### config.mk
export PLATFORM = sky130hd
export DESIGN_NAME = add32_share_arbiter
export DESIGN_NICKNAME = d
export VERILOG_FILES = /design/src/rtl/add32_arb_pkg.sv /design/src/rtl/add32_share_arbiter_add32.sv /design/src/rtl/add32_share_arbiter.sv
export SDC_FILE = /design/constraint.sdc
export NUM_CORES = 1
export LEC_CHECK = 0
export BUFFER_PORTS_ARGS = -buffer_cell sky130_fd_sc_hd__buf_4
export CAP_MARGIN = 10
export CORE_UTILIZATION = 50
export DETAILED_ROUTE_END_ITERATION = 10
export GPL_ROUTABILITY_DRIVEN = 0
export PLACE_DENSITY_LB_ADDON = 0.05
export SYNTH_ARGS = -nofsm -noshare
export SYNTH_HDL_FRONTEND = slang
export SYNTH_SLANG_ARGS = --single-unit
export TNS_END_PERCENT = 1
### constraint.sdc
create_clock -name clk -period 3.95 [get_ports clk]
set_input_delay 0.395 -clock clk [delete_from_list [all_inputs] [get_ports clk]]
set_output_delay 0.395 -clock clk [all_outputs]
set_load 0.01 [all_outputs]
### src/rtl/add32_arb_pkg.sv
// Shared types, constants and the round-robin grant helper for add32_share_arbiter.
package add32_arb_pkg;

  localparam int unsigned DATA_W = 32;
  localparam int unsigned N_MAX  = 8;

  typedef enum logic [1:0] {
    ST_IDLE = 2'd0,
    ST_EXEC = 2'd1,
    ST_RESP = 2'd2
  } state_t;

  // Operand payload latched at the request handshake.
  typedef struct packed {
    logic [DATA_W-1:0] a;
    logic [DATA_W-1:0] b;
    logic              sub;
    logic              sign;
  } op_t;

  // Returns {found, index}: first set bit of valid[n-1:0] scanning ptr, ptr+1, ... mod n.
  function automatic logic [3:0] rr_next_grant(input logic [N_MAX-1:0] valid,
                                               input logic [2:0]       ptr,
                                               input int unsigned      n);
    logic [3:0]  res;
    int unsigned idx;
    res = 4'd0;
    // Walk from the farthest offset down so the nearest requester is written last.
    for (int unsigned k = N_MAX; k > 0; k--) begin
      if (k <= n) begin
        idx = (32'(ptr) + k - 1) % n;
        if (valid[3'(idx)]) res = {1'b1, 3'(idx)};
      end
    end
    return res;
  endfunction

endpackage

### src/rtl/add32_share_arbiter_add32.sv
// Add32: 32-bit adder/subtractor with unsigned carry/borrow or signed overflow flag.
module Add32
  import add32_arb_pkg::*;
(
  output logic              Overflow,
  output logic [DATA_W-1:0] result,
  input  logic [DATA_W-1:0] A,
  input  logic [DATA_W-1:0] B,
  input  logic              isSub,
  input  logic              isSign
);

  logic [DATA_W:0]   sum;
  logic [DATA_W-1:0] b_eff;

  // Subtraction as A + ~B + 1; flag chosen by signedness and direction.
  always_comb begin
    b_eff  = isSub ? ~B : B;
    sum    = {1'b0, A} + {1'b0, b_eff} + (DATA_W + 1)'(isSub);
    result = sum[DATA_W-1:0];
    if (isSign) begin
      Overflow = (A[DATA_W-1] == b_eff[DATA_W-1]) && (result[DATA_W-1] != A[DATA_W-1]);
    end else begin
      Overflow = isSub ? ~sum[DATA_W] : sum[DATA_W];
    end
  end

endmodule

### src/rtl/add32_share_arbiter.sv
// add32_share_arbiter: round-robin sharing of one Add32 among N_REQ requesters.
// Optional macro ADD32_ARB_OVF_STICKY_EN adds per-requester sticky overflow flags.
module add32_share_arbiter
  import add32_arb_pkg::*;
#(
  parameter int unsigned N_REQ = 4,
  parameter int unsigned ID_W  = 2
) (
  input  logic                    clk,
  input  logic                    rst_n,
  input  logic [N_REQ-1:0]        req_valid,
  output logic [N_REQ-1:0]        req_ready,
  input  logic [N_REQ*DATA_W-1:0] req_a,
  input  logic [N_REQ*DATA_W-1:0] req_b,
  input  logic [N_REQ-1:0]        req_sub,
  input  logic [N_REQ-1:0]        req_sign,
  output logic                    rsp_valid,
  input  logic                    rsp_ready,
  output logic [ID_W-1:0]         rsp_id,
  output logic [DATA_W-1:0]       rsp_result,
  output logic                    rsp_overflow,
  output logic                    busy
`ifdef ADD32_ARB_OVF_STICKY_EN
  ,
  output logic [N_REQ-1:0]        ovf_sticky,
  input  logic [N_REQ-1:0]        ovf_clr
`endif
);

  state_t            state, state_nxt;
  logic [ID_W-1:0]   rr_ptr;
  logic [3:0]        gnt;
  logic [ID_W-1:0]   gnt_id;
  logic              hs;
  logic              rsp_done;
  op_t               op_q;
  logic [ID_W-1:0]   id_q;
  logic [DATA_W-1:0] add_res;
  logic              add_ovf;

  // Round-robin pick among current requesters.
  always_comb begin
    gnt    = rr_next_grant(N_MAX'(req_valid), 3'(rr_ptr), N_REQ);
    gnt_id = ID_W'(gnt[2:0]);
  end

  // State register.
  always_ff @(posedge clk or negedge rst_n) begin
    if (!rst_n) state <= ST_IDLE;
    else        state <= state_nxt;
  end

  // Next state, grant and handshake decode.
  always_comb begin
    state_nxt = state;
    req_ready = '0;
    hs        = 1'b0;
    rsp_done  = 1'b0;
    case (state)
      ST_IDLE: begin
        if (rst_n && gnt[3]) begin
          req_ready[gnt_id] = 1'b1;
          hs                = 1'b1;
          state_nxt         = ST_EXEC;
        end
      end
      ST_EXEC: state_nxt = ST_RESP;
      ST_RESP: begin
        if (rsp_ready) begin
          rsp_done  = 1'b1;
          state_nxt = ST_IDLE;
        end
      end
      default: state_nxt = ST_IDLE;
    endcase
  end

  Add32 u_add32 (
    .Overflow (add_ovf),
    .result   (add_res),
    .A        (op_q.a),
    .B        (op_q.b),
    .isSub    (op_q.sub),
    .isSign   (op_q.sign)
  );

  // Operand latch, response registers, round-robin pointer and status.
  always_ff @(posedge clk or negedge rst_n) begin
    if (!rst_n) begin
      op_q         <= '0;
      id_q         <= '0;
      rr_ptr       <= '0;
      rsp_valid    <= 1'b0;
      rsp_id       <= '0;
      rsp_result   <= '0;
      rsp_overflow <= 1'b0;
      busy         <= 1'b0;
    end else begin
      busy      <= (state_nxt != ST_IDLE);
      rsp_valid <= (state_nxt == ST_RESP);
      if (hs) begin
        op_q.a    <= req_a[DATA_W*gnt_id +: DATA_W];
        op_q.b    <= req_b[DATA_W*gnt_id +: DATA_W];
        op_q.sub  <= req_sub[gnt_id];
        op_q.sign <= req_sign[gnt_id];
        id_q      <= gnt_id;
      end
      if (state == ST_EXEC) begin
        rsp_result   <= add_res;
        rsp_overflow <= add_ovf;
        rsp_id       <= id_q;
      end
      if (rsp_done) begin
        rr_ptr <= (rsp_id == ID_W'(N_REQ - 1)) ? '0 : rsp_id + ID_W'(1);
      end
    end
  end

`ifdef ADD32_ARB_OVF_STICKY_EN
  logic [N_REQ-1:0] ovf_set;

  // Sticky set request from the accepted response; set dominates clear.
  always_comb begin
    ovf_set = '0;
    if (rsp_done && rsp_overflow) ovf_set[rsp_id] = 1'b1;
  end

  // Per-requester sticky overflow flags.
  always_ff @(posedge clk or negedge rst_n) begin
    if (!rst_n) ovf_sticky <= '0;
    else        ovf_sticky <= (ovf_sticky & ~ovf_clr) | ovf_set;
  end
`endif

endmodule

==> results <==
- The flow ran to the end, and the final reports show no timing, DRC or antenna violations.
- In this run, CTS created clock tree buffers numbering 9.
- The area of the core is 15150 um2.
- The primary flip-flop cell chosen by synthesis mapping is sky130_fd_sc_hd__dfrtp_1.
- Of the cells placed in the final design, the portion with a size suffix greater than 1 is 0.2694.
- The floorplan step set the die width to ~130 um.
- The count of input and output buffers is 311.
- Counting along the longest clock path gives a buffer depth of 2.
- The analysis attributes to cell leakage a power of 0.005115 uW.
- The class of the tightest hold or removal check is in -> async.
- The post-route fraction of the period consumed by the critical path is 0.7884.
- The wire length after detailed routing is 25.67 mm.
- The first detailed-routing pass took 5 iterations.
- The final setup skew is between 0.01 and 0.015 ns.
- After the flow finishes, the layout carries non-filler instances totaling about 1.5k.
- Of all nets on the critical path, the largest fanout is 35.
- The normalized max-slew margin is 0.4135.
- The vias after detailed routing is 8282.
- The max-capacitance violation count is 0.
- The later pin in the worst-skew pair is clocked with a latency of 0.37 ns.
- The area growth from synthesis to final layout is 35.25%.
- For this configuration, the core starts out at a cell density of 0.5088.
- The number of DRC markers in iteration 0 is 796.
- The total track usage is 0.3241.
- Subtracting the final worst setup slack from the clock period gives 3.114 ns.
- Setup repair after global routing left no endpoint under its margin.
- In the synthesized netlist, the number of instances is 1035.
- STA classifies the critical path startpoint as a register.
- 0 antenna diodes ended up in the layout.
- The source of the worst register-to-register timing path is op_q[1]$_DFFE_PN0P_.
- The final routed DRC violation total is 0.
- After synthesis the cells add up to between 7000 and 8000 um2.
- The reg2reg setup slack is 0.84 ns.
- The clock tree from TritonCTS is done.
- The final count of pins violating max slew was 0.
- The number of antenna violations at the first check in global routing is 0.
- After routing, the total negative slack on setup checks comes to 0 ns.
- The proportion of synthesized flip-flops having asynchronous set or reset is 1.000.
- The worst setup path is captured at a register.
- After synthesis, the netlist uses 57 different library cells.
- The clock net sink count is about 110.
- Power spread over the standard cell area amounts to 909.2 nW/um2.
- Timing would allow up to 0.3211 GHz.
- A synthesized cell averages 7.446 um2.
- The root buffer cell is sky130_fd_sc_hd__clkbuf_16.
- Global routing finished with a remaining overflow of 0.
- The share of the Yosys chip area taken by registers is 0.3540.
- The worst flop-to-flop path endpoint is rsp_overflow$_DFFE_PN0N_.
- In this run, synthesis produced a sequential element count of 109.
- Data arrives at the worst endpoint at between 3 and 4 ns.
- The number of nets with antenna violations after routing is 0.
- Entering global routing, the biggest net connects 98 pins.
- In this run the count of I/O pins placed on the die edge is ~310.
- After detailed routing, the average wire length per cell comes to 17.26 um.
- Setup violations remaining at the end of the flow were counted as 0.
- The HPWL reported at the end of detailed placement is 19.99 mm.
- After the last flow step, the layout net total stands at 1599.
- The level count of the clock H-tree is 3.
- For the worst setup path, the data required time is 4.16 ns.
- The first global-routing pass estimated 40.34 mm of wire.
- The floorplan has 45 rows.
- The number of setup buffers added after CTS is 0.
- The die area is 15910 um2.
- Counting every net in the synthesized netlist gives roughly 1.3k.
- The warning count from the yosys run is 0.
- The critical path class is reg -> reg.
- After clock tree synthesis, the clock-pin slew on the worst setup and hold paths is about 0.07 ns.
- The maximum vdd ir drop is ~0.43 mV.
- The die boundary height is between 100 and 150 um.
- After clock tree synthesis, the flow added hold-fix buffers numbering 0.
- The hold violation count in the final report is 0.
- After detailed routing, the number of vias per cell comes to roughly 5.6.
- The via count of the first global-routing pass is approximately 7.8k.
- The transition time of the tightest slew-check pin is 0.8797 ns.
- Including well taps, the total number of placed cells is 1472.
- The synthesized design contains 0 enable-type register cells.
- Counting cells, the worst reg-to-reg path comes to 12.
- The post-cts resize count is 0.
==> power breakdown <==
group / switching [uW] / leakage (uW) / internal (uW) / total (uW)
registers: 428 / 0.00135 / 1660 / 2090
clock network: 414 / 0.000135 / 459 / 874
logic: 3860 / 0.00363 / 2650 / 6510
total: 4700 / 0.00512 / 4780 / 9480
==> critical path, stage by stage, from the launching register on <==
cell                       delay [ns]
sky130_fd_sc_hd__dfrtp_2         0.37
sky130_fd_sc_hd__buf_12          0.24
sky130_fd_sc_hd__xor2_1          0.21
sky130_fd_sc_hd__inv_1           0.08
sky130_fd_sc_hd__fa_1            0.42
sky130_fd_sc_hd__nor2b_1         0.21
sky130_fd_sc_hd__o311ai_2        0.13
sky130_fd_sc_hd__a211o_1         0.33
sky130_fd_sc_hd__a21oi_1         0.31
sky130_fd_sc_hd__o221a_2         0.31
sky130_fd_sc_hd__o21ai_1         0.10
sky130_fd_sc_hd__mux2i_1         0.15
sky130_fd_sc_hd__o211ai_1        0.10
==> worst max-delay path by stage <==
stage | from | to | slack (ns)
detailed placement | op_q[1]$_DFFE_PN0P_ | rsp_overflow$_DFFE_PN0N_ | 0.90
finish | op_q[1]$_DFFE_PN0P_ | rsp_overflow$_DFFE_PN0N_ | 0.84
CTS | op_q[1]$_DFFE_PN0P_ | rsp_overflow$_DFFE_PN0N_ | 0.87
floorplan | op_q[1]$_DFFE_PN0P_ | rsp_result[23]$_DFFE_PN0N_ | 0.83
global placement | op_q[1]$_DFFE_PN0P_ | rsp_overflow$_DFFE_PN0N_ | 0.97
global route | op_q[1]$_DFFE_PN0P_ | rsp_overflow$_DFFE_PN0N_ | 0.68
==> registers in the layout (all words and copies together) (netlist names) <==
register,cells
rsp_id,2
rsp_valid,1
op_q,66
busy,1
rr_ptr,2
rsp_result,32
rsp_overflow,1
id_q,2
state,2
==> logic make-up after synthesis <==
kind of cell	synth area share
xor+xnor	0.05569
fa+ha+maj	0.05455
compound gates	0.2599
simple gates	0.2260
mux	0.007144
flops	0.3540
buf+inv	0.04270
==> placed cells by master (no fill, tap or decap), drive strengths merged, types with 3 or more instances in the layout <==
master / n
buf: 322
nand2: 214
o21ai: 138
dfrtp: 109
nor2: 108
a21oi: 104
xor2: 39
nand3: 39
a22oi: 36
ha: 32
nor3: 12
clkbuf: 12
o21a: 11
a21o: 11
inv: 10
xnor2: 10
o31ai: 10
nand2b: 7
and3: 6
nor2b: 6
nand4: 5
or3: 5
o211ai: 4
mux2i: 4
a211oi: 3
a211o: 3
a31oi: 3
nand3b: 3
a21boi: 3
==> cells in the mapped netlist (4+ instances only) <==
cell type | number | area (um2)
sky130_fd_sc_hd__nand2_1 | 214 | 803.3
sky130_fd_sc_hd__o21ai_1 | 114 | 570.6
sky130_fd_sc_hd__dfrtp_1 | 109 | 2728
sky130_fd_sc_hd__nor2_1 | 108 | 405.4
sky130_fd_sc_hd__a21oi_1 | 103 | 515.5
sky130_fd_sc_hd__clkbuf_1 | 49 | 183.9
sky130_fd_sc_hd__nand3_1 | 39 | 195.2
sky130_fd_sc_hd__xor2_1 | 39 | 341.6
sky130_fd_sc_hd__a22oi_1 | 36 | 270.3
sky130_fd_sc_hd__ha_1 | 32 | 400.4
sky130_fd_sc_hd__o21ai_0 | 23 | 115.1
sky130_fd_sc_hd__buf_2 | 14 | 70.07
sky130_fd_sc_hd__nor3_1 | 12 | 60.06
sky130_fd_sc_hd__a21o_1 | 11 | 82.58
sky130_fd_sc_hd__o21a_1 | 11 | 82.58
sky130_fd_sc_hd__buf_1 | 10 | 37.54
sky130_fd_sc_hd__inv_1 | 10 | 37.54
sky130_fd_sc_hd__xnor2_1 | 10 | 87.58
sky130_fd_sc_hd__o31ai_1 | 9 | 67.56
sky130_fd_sc_hd__nand2b_1 | 7 | 43.79
sky130_fd_sc_hd__and3_1 | 6 | 37.54
sky130_fd_sc_hd__nor2b_1 | 6 | 37.54
sky130_fd_sc_hd__nand4_1 | 5 | 31.28
sky130_fd_sc_hd__or3_1 | 5 | 31.28
sky130_fd_sc_hd__o211ai_1 | 4 | 30.03
==> layer usage <==
metal | routed length [um] | vias to the layer above | global-route usage
met2 | 11820 | 332 | 0.5093
met5 | 0 | - | 0
met1 | 11570 | 3790 | 0.4476
li1 | - | 4114 | -
met4 | 715 | 0 | 0.1184
met3 | 1562 | 46 | 0.05692
==> metrics by stage <==
stage	hold WS (ns)	setup slack, ns	power [uW]	instance area [um2]	utilization
floorplan	0.09941	0.8321	6549	7706	-
CTS	0.02492	0.8695	9386	10420	0.6881
global route	0.05909	0.6758	10240	10420	0.6881
global placement	0.4062	0.9657	8365	10140	0.6698
detailed placement	0.4087	0.9025	8489	10140	0.6698
finish	0.003643	0.8359	9476	10420	0.6881
==> area by class of cell <==
| type | instances | area, um2 |
|---|---|---|
| tap | 188 | 235.2 |
| inverter | 10 | 37.54 |
| multi-input combinational | 843 | 4688 |
| clock buffer | 12 | 256.5 |
| fill | 1331 | 4723 |
| sequential | 109 | 2729 |
| timing repair buffer | 322 | 2455 |
| clock inverter | 3 | 21.27 |
Note: power is estimated with default switching activity, not from simulation.
